### src/rtl/doomsday_countdown.sv
// Doomsday Clock countdown stage: loads a minute value and counts down mm:ss at one tick per TICK_DIV clocks.
// Optional macro ALARM_BLINK_EN makes the alarm blink in EXPIRED instead of holding steady.
module doomsday_countdown #(
   parameter int TICK_DIV = 100_000_000
) (
   input  logic       clk_i,
   input  logic       rst_i,
   input  logic [7:0] set_val_i,
   input  logic       load_i,
   input  logic       start_stop_i,
   output logic [7:0] minutes_o,
   output logic [5:0] seconds_o,
   output logic       running_o,
   output logic       expired_o,
   output logic       alarm_o
);

   localparam int PW = $clog2(TICK_DIV);
   localparam logic [PW-1:0] TICK_LAST = PW'(TICK_DIV - 1);

   localparam logic [1:0] S_IDLE    = 2'd0;
   localparam logic [1:0] S_RUN     = 2'd1;
   localparam logic [1:0] S_PAUSE   = 2'd2;
   localparam logic [1:0] S_EXPIRED = 2'd3;

   logic [1:0]    state_q, state_d;
   logic [7:0]    minutes_q, minutes_d;
   logic [5:0]    seconds_q, seconds_d;
   logic [PW-1:0] presc_q, presc_d;
   logic          alarm_q, alarm_d;

   logic          tick;
   logic [PW-1:0] presc_next;
   logic [7:0]    dec_min;
   logic [5:0]    dec_sec;
   logic          count_zero;

   assign tick       = (presc_q == TICK_LAST);
   assign presc_next = tick ? '0 : presc_q + PW'(1);
   assign count_zero = (minutes_q == 8'd0) && (seconds_q == 6'd0);

   // Borrow from minutes when seconds is already zero.
   always_comb begin
      dec_min = minutes_q;
      dec_sec = seconds_q - 6'd1;
      if (seconds_q == 6'd0) begin
         dec_min = minutes_q - 8'd1;
         dec_sec = 6'd59;
      end
   end

   always_comb begin
      state_d   = state_q;
      minutes_d = minutes_q;
      seconds_d = seconds_q;
      presc_d   = presc_q;
      case (state_q)
         S_IDLE: begin
            if (start_stop_i && !count_zero) begin
               state_d = S_RUN;
               presc_d = '0;
            end
         end
         S_RUN: begin
            presc_d = presc_next;
            if (tick) begin
               minutes_d = dec_min;
               seconds_d = dec_sec;
            end
            if (tick && dec_min == 8'd0 && dec_sec == 6'd0) begin
               state_d = S_EXPIRED;
            end else if (start_stop_i) begin
               state_d = S_PAUSE;
            end
         end
         S_PAUSE: begin
            if (start_stop_i) begin
               state_d = S_RUN;
            end
         end
         S_EXPIRED: begin
            if (start_stop_i) begin
               state_d = S_IDLE;
               presc_d = '0;
            end else begin
`ifdef ALARM_BLINK_EN
               presc_d = presc_next;
`else
               presc_d = '0;
`endif
            end
         end
         default: begin
            state_d = S_IDLE;
         end
      endcase

      // A load outside RUN overrides whatever start_stop asked for.
      if (load_i && state_q != S_RUN) begin
         state_d   = S_IDLE;
         minutes_d = set_val_i;
         seconds_d = 6'd0;
         presc_d   = '0;
      end
   end

   always_comb begin
      alarm_d = 1'b0;
`ifdef ALARM_BLINK_EN
      if (state_d == S_EXPIRED) begin
         if (state_q != S_EXPIRED) begin
            alarm_d = 1'b1;
         end else begin
            alarm_d = tick ? ~alarm_q : alarm_q;
         end
      end
`else
      alarm_d = (state_d == S_EXPIRED);
`endif
   end

   always_ff @(posedge clk_i or posedge rst_i) begin
      if (rst_i) begin
         state_q   <= S_IDLE;
         minutes_q <= 8'd0;
         seconds_q <= 6'd0;
         presc_q   <= '0;
         alarm_q   <= 1'b0;
      end else begin
         state_q   <= state_d;
         minutes_q <= minutes_d;
         seconds_q <= seconds_d;
         presc_q   <= presc_d;
         alarm_q   <= alarm_d;
      end
   end

   assign minutes_o = minutes_q;
   assign seconds_o = seconds_q;
   assign running_o = (state_q == S_RUN);
   assign expired_o = (state_q == S_EXPIRED);
   assign alarm_o   = alarm_q;

endmodule

### config.mk
export PLATFORM = sky130hd
export DESIGN_NAME = doomsday_countdown
export DESIGN_NICKNAME = d
export VERILOG_FILES = /design/src/rtl/doomsday_countdown.sv
export SDC_FILE = /design/constraint.sdc
export NUM_CORES = 1
export LEC_CHECK = 0
export CAP_MARGIN = 0
export CORE_MARGIN = 3
export CORE_UTILIZATION = 42
export DETAILED_ROUTE_END_ITERATION = 8
export PLACE_DENSITY = 0.72
export REMOVE_ABC_BUFFERS = 1
export SLEW_MARGIN = 20
export SYNTH_ARGS = -nofsm -noshare
export SYNTH_HDL_FRONTEND = slang
export SYNTH_SLANG_ARGS = --single-unit
### constraint.sdc
create_clock -name clk_i -period 6.4 [get_ports clk_i]
set_clock_uncertainty 0.15 [all_clocks]
set_input_delay 0.96 -clock clk_i [delete_from_list [all_inputs] [get_ports clk_i]]
set_output_delay 0.96 -clock clk_i [all_outputs]
set_load 0.01 [all_outputs]
==> results.txt, run 1 <==
The net count of the finished layout is ~340. The most instantiated flip-flop cell in the synthesis netlist is dfrtp_1. The area growth from synthesis to layout is 16.2%. The fraction of layout instances using a drive strength above 1 came out at slightly below 7%. The end point of the critical path is minutes_o[5]. Setup repair after global routing left no endpoint under its margin. Measured in cells, the most critical reg-to-reg path has a length of 5. The number of core rows came out at 28. For the pin with the worst max-slew slack, the measured transition is about 0.76 ns. The achievable clock frequency is 324 MHz. The synthesis warning total is 0. The average vias per placed instance came out at just under 6. TritonCTS built the clock tree. In the synthesized netlist, the number of instances is just under 300.

STA classifies the critical path endpoint as a flip-flop. The register clock-pin slew on the reported worst setup and hold paths came out at approximately 0.08 ns. The clock latency at the later pin of the worst-skew pair came out at 0.29 ns. A synthesized cell averages between 8 and 9 sq um. The sum of overflow across all layers after global routing is 0. Setup violations remaining at the end of the flow were counted as 0. The flop and latch count out of synthesis is 44. The internal power consumption is 425 uW.

The worst setup path is launched from a flip-flop. The power density over cell area came out at a little under 200 nW/um^2. The violation count after the first detailed-route iteration came out at 90. The placeable core region is about 6000 sq um. The global-route wire length before repair came out at around 11,000 um. The total iterations of the first detailed-routing run came out at 4. The hold violation count in the final report came out at 0. The global placement routability congestion is a little over 0.8. Counting instances, the worst hold path has a depth of 1. The first element of the critical path is presc_q[10]. During I/O placement, the number of pins put on the boundary was 29. Global routing used roughly 18% of the available tracks across all layers. The clock passes through at most 2 buffers. The switching power is around 170 uW.

The post-CTS setup-driven buffer insertion count came out at 0. The starting utilization of the core area is 43.9%. The worst ir drop on vdd came out at 110 uV. The count of pins over their slew limit came out at 0. The number of distinct standard cells referenced by the synthesized netlist came out at about 50.

The number of levels the H-tree was split into is 2. The maximum number of pins on one net before global-route repair came out at 45. Buffers placed on the I/O ports in this run total 28. The worst register-to-register path ends at minutes_o[5].

The share of the clock period used by the worst path after layout is between 40% and 50%. The sequential fraction of the synthesis area is a little over two fifths. The detail-routed net length per standard cell came out at 15.6 um. The count of nets left with antenna violations after detail routing is 0.

The share of flip-flops with an asynchronous set or reset is 100%. The post-detailed-route DRC marker count came out at 0. The number of global-route vias before repair came out at about 2.3k. The internal reg-to-reg setup slack is about 3.3 ns. The clock share of power is just over 30%. The shortest period the worst path allows came out at between 3 and 4 ns. The initial antenna violation count came to 0. The critical path arrival came out at 3.13 ns.

The width of the chip came out at around 85 um. The overall power consumption is 593 uW. The max-capacitance violation count is 0. The worst slew margin relative to its limit came out at 49.3%. In this run the static leakage power is 1.20 nW. The synthesized area came out at 2630 sq um. The die height came out at between 80 and 90 um. The sum of net half-perimeters after detailed placement is ~4500 um. The worst register-to-register path begins at presc_q[10]. The critical path is of the flip-flop to flip-flop type. The share of total power in combinational logic is around 18%. The overall die area came out at slightly above 7000 sq um.

The total CTS buffers is 5. The final wirelength came out at 6200 um. Clock tree synthesis found a total of 44 sinks. The flow ran to the end, and the final reports show no timing, DRC or antenna violations.

The finished layout holds between 300 and 400 standard cells, fillers aside. The number of gates resized after cts came out at 0. The total instance count after detailed placement is about 400. Sequential cells account for about half of the total power. The number of hold buffers added after CTS was 0. Of all nets on the critical path, the largest fanout is 18.

The library cell used as clock root buffer is clkbuf_8. The number of vias after detailed routing came out at about 2.3k. The switching portion of total power came out at roughly 28%. The class of the tightest hold or removal check is flip-flop to flip-flop.

0 antenna diodes ended up in the layout. Summed over all failing endpoints, the final setup total negative slack is 0 ns. The worst endpoint required time is between 6 and 7 ns. The number of flops mapped to enable cells by yosys is 0.
critical path, cell delays in order, from the launching register on:
cell and delay, ns:
dfrtp_1 0.47, or4b_1 0.53, or4_4 0.59, nor3_4 0.67, mux2_2 0.41, o21a_1 0.16
metrics by stage:
step / util [%] / worst slack, ns / hold slack, ns / area (sq um)
final: 51.0 / 3.31 / 0.422 / 3060
after global routing: 51.0 / 3.14 / 0.451 / 3060
after CTS: 51.0 / 3.32 / 0.414 / 3060
after detailed placement: 49.5 / 3.03 / 0.403 / 2960
after global placement: 49.5 / 3.05 / 0.398 / 2960
after floorplan: - / 3.44 / 0.349 / 2570
layout make-up:
class / count / area [sq um]
Fill cell: 587 / 2930
Inverter: 14 / 52.6
Tap cell: 75 / 93.8
Clock buffer: 6 / 82.6
Multi-Input combinational cell: 227 / 1420
Clock inverter: 2 / 10.0
Timing Repair Buffer: 30 / 295
Sequential cell: 44 / 1100
worst min-delay path by stage:
stage | from | to | slack [ns]
after global routing | presc_q[6] | presc_q[6] | 0.45
after detailed placement | presc_q[2] | presc_q[2] | 0.40
after floorplan | presc_q[8] | presc_q[8] | 0.35
final | presc_q[2] | presc_q[2] | 0.42
after CTS | presc_q[2] | presc_q[2] | 0.41
after global placement | seconds_o[0] | seconds_o[0] | 0.40
cell usage in the layout (no fill, tap or decap), types with 3 or more instances in the layout:
cell type,netlist,routed
nand3_1,19,19
o211ai_1,5,5
o21ai_0,11,11
and4_1,3,3
o31ai_1,7,7
and3_1,4,4
clkbuf_8,0,6
dfrtp_1,44,44
nand2_1,32,32
nand4_1,13,13
mux2_2,3,3
clkdlybuf4s50_1,0,28
ha_1,4,4
nor3_1,9,9
or4_1,8,8
nor4_1,3,3
nor2_1,22,22
a31oi_1,4,4
xor2_1,7,7
mux2i_1,5,5
xnor2_1,6,6
or3_1,11,11
a21oi_1,20,20
inv_1,14,13
metal layers:
layer | vias to the layer above | global-route usage (%) | routed length [um]
li1 | 1149 | - | -
met1 | 1140 | 22.4 | 2780
met2 | 51 | 30.9 | 3070
met3 | 9 | 3.11 | 271
met4 | 0 | 4.75 | 76
met5 | - | 0 | 0
Yosys cell counts, types with 2 or more instances:
library cell / n / share of area [%]
or4_1: 8 / 2.3
nor3b_1: 2 / 0.57
xnor2_1: 6 / 2.0
nor4bb_1: 2 / 0.76
mux2i_1: 5 / 1.9
clkbuf_1: 4 / 0.57
nor4_1: 3 / 0.71
o21a_1: 2 / 0.57
a21oi_1: 20 / 3.8
and3_1: 4 / 0.95
and4_1: 3 / 1.0
nand2_1: 32 / 4.6
nand3_1: 19 / 3.6
and2_1: 2 / 0.48
or3_1: 11 / 2.6
nor4b_1: 2 / 0.67
nand4_1: 13 / 3.1
o21ai_0: 11 / 2.1
inv_1: 14 / 2.0
nor3_1: 9 / 1.7
dfrtp_1: 44 / 42
nor2_1: 22 / 3.1
buf_2: 2 / 0.38
o211ai_1: 5 / 1.4
mux2_2: 3 / 1.3
nand2b_1: 2 / 0.48
a31oi_1: 4 / 0.95
o31ai_1: 7 / 2.0
buf_6: 2 / 0.86
xor2_1: 7 / 2.3
ha_1: 4 / 1.9
cells by family after synthesis:
logic type / Yosys count / synth area share [%]
AO/OA/AOI/OAI: 58 / 14.0
AND/OR/NAND/NOR: 143 / 30.0
flip-flops: 44 / 41.9
XOR/XNOR: 13 / 4.33
adder cells (fa/ha/maj): 4 / 1.90
buffers and inverters: 23 / 4.09
multiplexers: 9 / 3.76
flip-flops by register name (all words and copies together) (netlist names):
| register | flops |
|---|---|
| minutes_o | 8 |
| seconds_o | 6 |
| alarm_o | 1 |
| state_q | 2 |
| presc_q | 27 |
power by group through the flow:
| stage | Sequential, mW | Combinational (mW) | Clock (mW) |
|---|---|---|---|
| final | 0.306 | 0.106 | 0.181 |
| after global routing | 0.309 | 0.116 | 0.202 |
| after CTS | 0.306 | 0.107 | 0.187 |
| after detailed placement | 0.312 | 0.106 | 0 |
| after global placement | 0.311 | 0.105 | 0 |
| after floorplan | 0.312 | 0.0558 | 0 |
Note: power is estimated with default switching activity, not from simulation.
==> run 2: changes to the inputs <==
==> constraint.sdc (replaced) <==
create_clock -name clk_i -period 3.17 [get_ports clk_i]
set_clock_uncertainty 0.15 [all_clocks]
set_input_delay 0.4755 -clock clk_i [delete_from_list [all_inputs] [get_ports clk_i]]
set_output_delay 0.4755 -clock clk_i [all_outputs]
set_load 0.01 [all_outputs]
==> run 2 against run 1 <==
Total power rose by 110%. Global-route usage grew 0.38 points. Design area up 1.8%. Critical path type unchanged. Critical endpoint is now minutes_o[6].
==> results.txt, run 2 (synthesis gave the netlist of run 1 again) <==
The run finished with clean final reports. Across the run, the number of max-cap violations was 0. In this run the post-CTS setup repair buffer count came out at 0. The register clock-pin slew on the reported worst setup and hold paths is about 0.090 ns. The reported leakage power is approximately 1.2 nW.

TritonCTS built the clock tree. The layout net count came out at 343. The actual slew at the worst max-slew pin came out at 0.696 ns. The placeable core region came out at roughly 6000 sq um. The gate family responsible for the most delay along the worst path is simple AND/OR/NAND/NOR gates.

The number of logic stages on the critical path including buffering is 5. After routing, the total negative slack on setup checks comes to 0 ns. The depth of the worst register-to-register path is 5. The starting utilization of the core area came out at 43.9%. The internal reg-to-reg setup slack is 0.37 ns. The worst ir drop on vdd is roughly 310 uV. The tree is rooted in a clkbuf_8. At the end of the flow the core is filled with cells to between 50 and 60%. Leaving out fill and tap cells, the most frequent cells in the layout are 44 x dfrtp_1, 32 x nand2_1, 28 x clkdlybuf4s50_1. In this run the critical register-to-register path is captured at minutes_o[6].

The count of nets left with antenna violations after detail routing is 0. In this run the critical register-to-register path is launched from presc_q[12]. The worst slew margin relative to its limit came out at 53.2%. The hold violation count in the final report came out at 0.

Setup repair after global routing left no endpoint under its margin. Entering global routing, the biggest net connects between 40 and 50 pins. The shortest period the worst path allows is approximately 2.8 ns.

The worst hold-check slack came out at 0.424 ns. The maximum buffer depth of the clock tree is 2. The hold buffer count at cts came out at 0. The number of global-route vias before repair is approximately 2.2k. The total of buffers placed on input and output ports came out at 28. The total instance count after detailed placement is approximately 400. The area added between synthesis and finish came out at 18.4%. The global-route total usage across every layer is a little under a fifth. For the worst setup path, the data required time is ~3.3 ns. The clock latency at the later pin of the worst-skew pair is 0.31 ns.

From left edge to right edge, the die measures between 80 and 90 um. Leaving out filler cells and counting taps, the final layout contains 403. The combined buffer and inverter count along the critical path is 0. The global-route wire length before repair is between 10,000 and 15,000 um. The die height came out at approximately 85 um. The number of gates resized after cts is 0. The number of core rows came out at 28. The most critical setup path has its startpoint at presc_q[12]. In this run the number of H-tree levels came out at 2.

The critical path endpoint category is a flip-flop. The sum of overflow across all layers after global routing is 0. The critical path goes through or4_1, or4_4, or3_1, or3_1, nand3_1. In this run, the number of DRC markers left after iteration 0 of detailed routing was 171.

Clock tree synthesis found a total of 44 sinks. The largest register by flop count is presc_q. The average vias per placed instance is between 5 and 6. Leaving out fill and tap cells, the most frequent cell in the layout is dfrtp_1.

After layout, the worst path uses around 90% of the clock period. The worst setup path is launched from a flip-flop. For this run, the top clock speed supported by timing is 357 MHz. The I/O pin count is 29. The number of vias after detailed routing came out at between 2k and 2.5k.

The cell with the largest stage delay on the worst path is or4_4. The longest individual stage delay on the worst path came out at 0.56 ns. The tightest min-delay check is of the flip-flop to flip-flop type. The post-detailed-route DRC marker count is 0. The number of antenna cells inserted is 0.

The total iterations of the first detailed-routing run is 5. The power density over cell area is ~400 nW/um^2. Wires add up to between 6000 and 7000 um. At the end of routability-driven placement, the weighted congestion stood at ~0.83. The overall die area came out at slightly above 7000 sq um. The total CTS buffers came out at 5. The flip-flop count of the largest register, all copies and words added came out at 27. The worst setup path is of the flip-flop to flip-flop kind. The cell type with the highest occurrence count on the critical path is or3_1. The initial antenna violation count came out at 0. The maximum net fanout on the critical path is 9.

At the worst endpoint, the arrival time is 2.90 ns. The number of setup violations in the final report is 0. In this run the worst setup path terminates at minutes_o[6].

The fraction of layout instances using a drive strength above 1 came out at between 8 and 9%. The detail-routed net length per standard cell is between 15 and 20 um. The overall power consumption is between 1 and 1.5 mW. The HPWL after detailed placement is 4360 um. The count of pins over their slew limit came out at 0.
-- run 2: tightest hold or removal path: stages (launching register included) --
cell     delay (ns)
dfrtp_1        0.39
xor2_1         0.08
nor2_1         0.07
-- run 2: metal layers --
| layer | up-vias | track usage [%] | part of all wire [%] |
|---|---|---|---|
| li1 | 1157 | - | - |
| met1 | 1136 | 24.6 | 47 |
| met2 | 68 | 28.7 | 47 |
| met3 | 14 | 3.30 | 4.8 |
| met4 | 0 | 6.33 | 2.0 |
| met5 | - | 0 | 0 |
-- run 2: through the flow --
| step | setup WS [ns] | cell area, sq um |
|---|---|---|
| after floorplan | 0.212 | 2570 |
| after CTS | 0.373 | 3110 |
| after global routing | 0.283 | 3110 |
| after global placement | 0.428 | 3000 |
| after detailed placement | 0.389 | 3000 |
| final | 0.370 | 3110 |
-- run 2: power by group --
group | total [mW] | internal [mW] | switching (mW) | leakage [nW]
clock network | 0.430 | 0.233 | 0.197 | 0.0541
registers | 0.618 | 0.586 | 0.0318 | 0.594
logic | 0.219 | 0.101 | 0.118 | 0.583
total | 1.27 | 0.921 | 0.347 | 1.23
-- run 2: area by class of cell --
type	instances	area, sq um
tap	75	93.8
multi-input combinational	227	1420
timing repair buffer	35	333
inverter	14	52.6
clock buffer	5	68.8
sequential	44	1100
fill	555	2880
clock inverter	3	42.5
-- run 2: how the worst min path moves through the flow --
| stage | depth (start not counted) | endpoint | slack, ns | start |
|---|---|---|---|---|
| after floorplan | 1 | presc_q[8] | 0.35 | presc_q[8] |
| final | 2 | presc_q[6] | 0.42 | presc_q[6] |
| after global placement | 1 | presc_q[8] | 0.39 | presc_q[8] |
| after detailed placement | 2 | seconds_o[1] | 0.39 | seconds_o[1] |
| after CTS | 2 | seconds_o[1] | 0.42 | seconds_o[1] |
| after global routing | 1 | presc_q[8] | 0.44 | presc_q[8] |
==> run 3: changes to the inputs <==
--- a/config.mk
+++ b/config.mk
@@ -8,10 +8,10 @@
 export CAP_MARGIN = 0
 export CORE_MARGIN = 3
 export CORE_UTILIZATION = 42
+export CTS_CLUSTER_SIZE = 30
 export DETAILED_ROUTE_END_ITERATION = 8
-export PLACE_DENSITY = 0.72
+export PLACE_DENSITY = 0.75
 export REMOVE_ABC_BUFFERS = 1
-export SLEW_MARGIN = 20
 export SYNTH_ARGS = -nofsm -noshare
 export SYNTH_HDL_FRONTEND = slang
 export SYNTH_SLANG_ARGS = --single-unit
==> constraint.sdc (replaced) <==
create_clock -name clk_i -period 2.49 [get_ports clk_i]
set_clock_uncertainty 0.15 [all_clocks]
set_input_delay 0.3735 -clock clk_i [delete_from_list [all_inputs] [get_ports clk_i]]
set_output_delay 0.3735 -clock clk_i [all_outputs]
set_load 0.01 [all_outputs]
==> run 3 against run 2 <==
The run now ends with setup timing left. Combinational power is 66% higher. Sequential cell count did not move. Via count is 9.5% higher. Global-route usage up 1.9 points. Largest cell class unchanged.
==> results.txt, run 3 (synthesis gave the netlist of run 1 again) <==
The flip-flop count of the largest register, all copies and words added is 27. The initial antenna violation count was 0. Summed over all cells, the static leakage comes to ~1.4 nW. The sum of overflow across all layers after global routing is 0. The CTS sink count is 44.

For this run, the total global-route usage over all layers was measured as 19.9%. For the pin with the worst max-slew slack, the measured transition is between 0.5 and 0.6 ns. The number of global-route vias before repair was 2,459. Buffers inserted during clock tree synthesis total 5. Measured along the x axis, the die boundary spans about 85 um.

The global-route wire length before repair is about 12,000 um. TritonCTS built the clock tree. The number of setup violations in the final report is 29. The critical path arrival came out at 2.61 ns. The total instance count after detailed placement came out at 425. Clock-pin slew was measured on the worst setup and hold paths at approximately 0.090 ns. The overall die area is between 7000 and 8000 sq um.

The final-layout fill cell count is 502. The count of pins over their slew limit came out at 0. STA classifies the critical path endpoint as a flip-flop. The area growth from synthesis to layout is 35.9%.

The kind of start point of the critical path is a flip-flop. The worst slew margin relative to its limit came out at ~63%. The fraction of layout instances using a drive strength above 1 is 26.1%. The number of core rows is 28. The hold violation count in the final report is 0. The tree is rooted in a clkbuf_8. The maximum number of pins on one net before global-route repair came out at 25. The commonest non-fill, non-tap cell in the layout is dfrtp_1. The maximum buffer depth of the clock tree is 2. The worst ir drop on vdd is 304 uV. The final reports fail on setup timing. The register with the most flip-flops in the final layout is presc_q.

The number of vias after detailed routing is roughly 2.6k. The reg-to-reg startpoint is presc_q[10]. The I/O pin count is 29.

The average vias per placed instance came out at between 5 and 6. The final layout contains between 300 and 400 nets. Setup repair after global routing could not meet its margin everywhere. In the routed design, unresolved DRC markers number 0. The number of antenna diodes in the final layout is 0.

The pre-antenna-repair detailed-routing pass consisted of 4 iterations. The maximum net fanout on the critical path is 8. The clock latency at the later pin of the worst-skew pair is 0.30 ns. After legalization and detailed placement, the total HPWL measured around 5100 um. Routability-driven placement finished with a final weighted congestion of between 0.8 and 0.9. The number of hold buffers added after CTS was 0. The count of nets left with antenna violations after detail routing is 0. After the first detailed-routing iteration, the DRC count stood at between 100 and 150. The total of buffers placed on input and output ports came out at 28. The power density over cell area came out at around 450 nW/um^2. The kind of critical path is flip-flop to flip-flop.

Counting I/O delays and the setup requirement, the final critical path takes ~2.6 ns. Across the run, the number of max-cap violations was 0. The final wirelength came out at between 7000 and 8000 um. The smallest setup slack after layout is -0.0730 ns. Derived from the worst setup path, the maximum achievable clock frequency is ~390 MHz.

The core region is ~6000 sq um. The worst endpoint required time came out at between 2 and 3 ns. From bottom edge to top edge, the die measures 85.1 um. The worst hold path belongs to the class input port to async pin.

In this run the worst setup path begins at presc_q[10]. For this configuration, the core starts out at a cell density of between 40 and 50%. The detail-routed net length per standard cell is about 17 um. Leaving out fill and tap cells, the most frequent cells in the layout are 44 x dfrtp_1, 34 x buf_4, 31 x nand2_1. The number of standard cells in the layout, taps in and fillers out is ~440. The final-layout setup total negative slack came out at -1.46 ns. The share of the clock period used by the worst path after layout is 103%.

The run finished, with violations left. The H-tree was split into 2 levels.
## run 3: cell count changes in the layout (fill, tap and decap cells not counted), sizes merged
cell	delta
bufinv	-1
clkbuf	+1
buf	+36
clkinvlp	-1
clkinv	+1
## run 3: final timing paths
kind / to / slack [ns] / depth (start not counted)
worst max-delay path: presc_q[12] / -0.07 / 6
worst min-delay path: seconds_o[5] / 0.27 / 3
worst max register to register: presc_q[12] / -0.07 / 6
worst min register to register: minutes_o[3] / 0.42 / 1
max in group asynchronous: presc_q[10] / 1.67 / 3
min in group clk_i: minutes_o[3] / 0.42 / 1
## run 3: cell type report
class / count / area, sq um / share of cell area, %
Clock buffer: 6 / 82.6 / 2.31
Timing Repair Buffer: 71 / 653 / 18.3
Clock inverter: 2 / 10.0 / 0.280
Multi-Input combinational cell: 227 / 1580 / 44.2
Inverter: 14 / 52.6 / 1.47
Tap cell: 75 / 93.8 / 2.63
Sequential cell: 44 / 1100 / 30.8
## run 3: layer usage
metal  up-vias  share of wire (%)  wire length, um  global-route usage (%)
met5         -                  0                0                       0
met4         0                1.2               89                    5.04
met3        10                5.9              433                    3.20
met2        83                 51             3730                    34.7
met1      1278                 42             3080                    25.7
li1       1229                  -                -                       -
## run 3: critical path, cell delays in order, from the launching register on
cell	delay [ns]
dfrtp_1	0.40
or4b_1	0.52
or4_4	0.57
o31a_4	0.39
nor2_4	0.18
buf_8	0.19
nor2_2	0.05
## run 3: timing repair
action,CTS,global route
gates resized for setup,15,39
setup endpoints to repair,31,41
pin swaps,7,10
buffers inserted,2,3
cloned,1,0
## run 3: power breakdown
group	switching [mW]	internal (mW)	leakage [nW]
Clock	0.253	0.222	0.0510
Sequential	0.0413	0.747	0.594
Combinational	0.194	0.169	0.801
Total	0.489	1.14	1.45
## run 3: through the flow
step                      instance area [sq um]  hold slack [ns]  util [%]  total power [mW]  setup slack (ns)
after floorplan                            2570            0.319         -             0.946            -0.468
after global placement                     3230            0.388      53.9              1.10            -0.136
after detailed placement                   3230            0.396      53.9              1.11            -0.201
after CTS                                  3410            0.280      57.0              1.60           -0.0489
after global routing                       3570            0.320      59.7              1.69            -0.136
final                                      3570            0.266      59.7              1.63           -0.0730
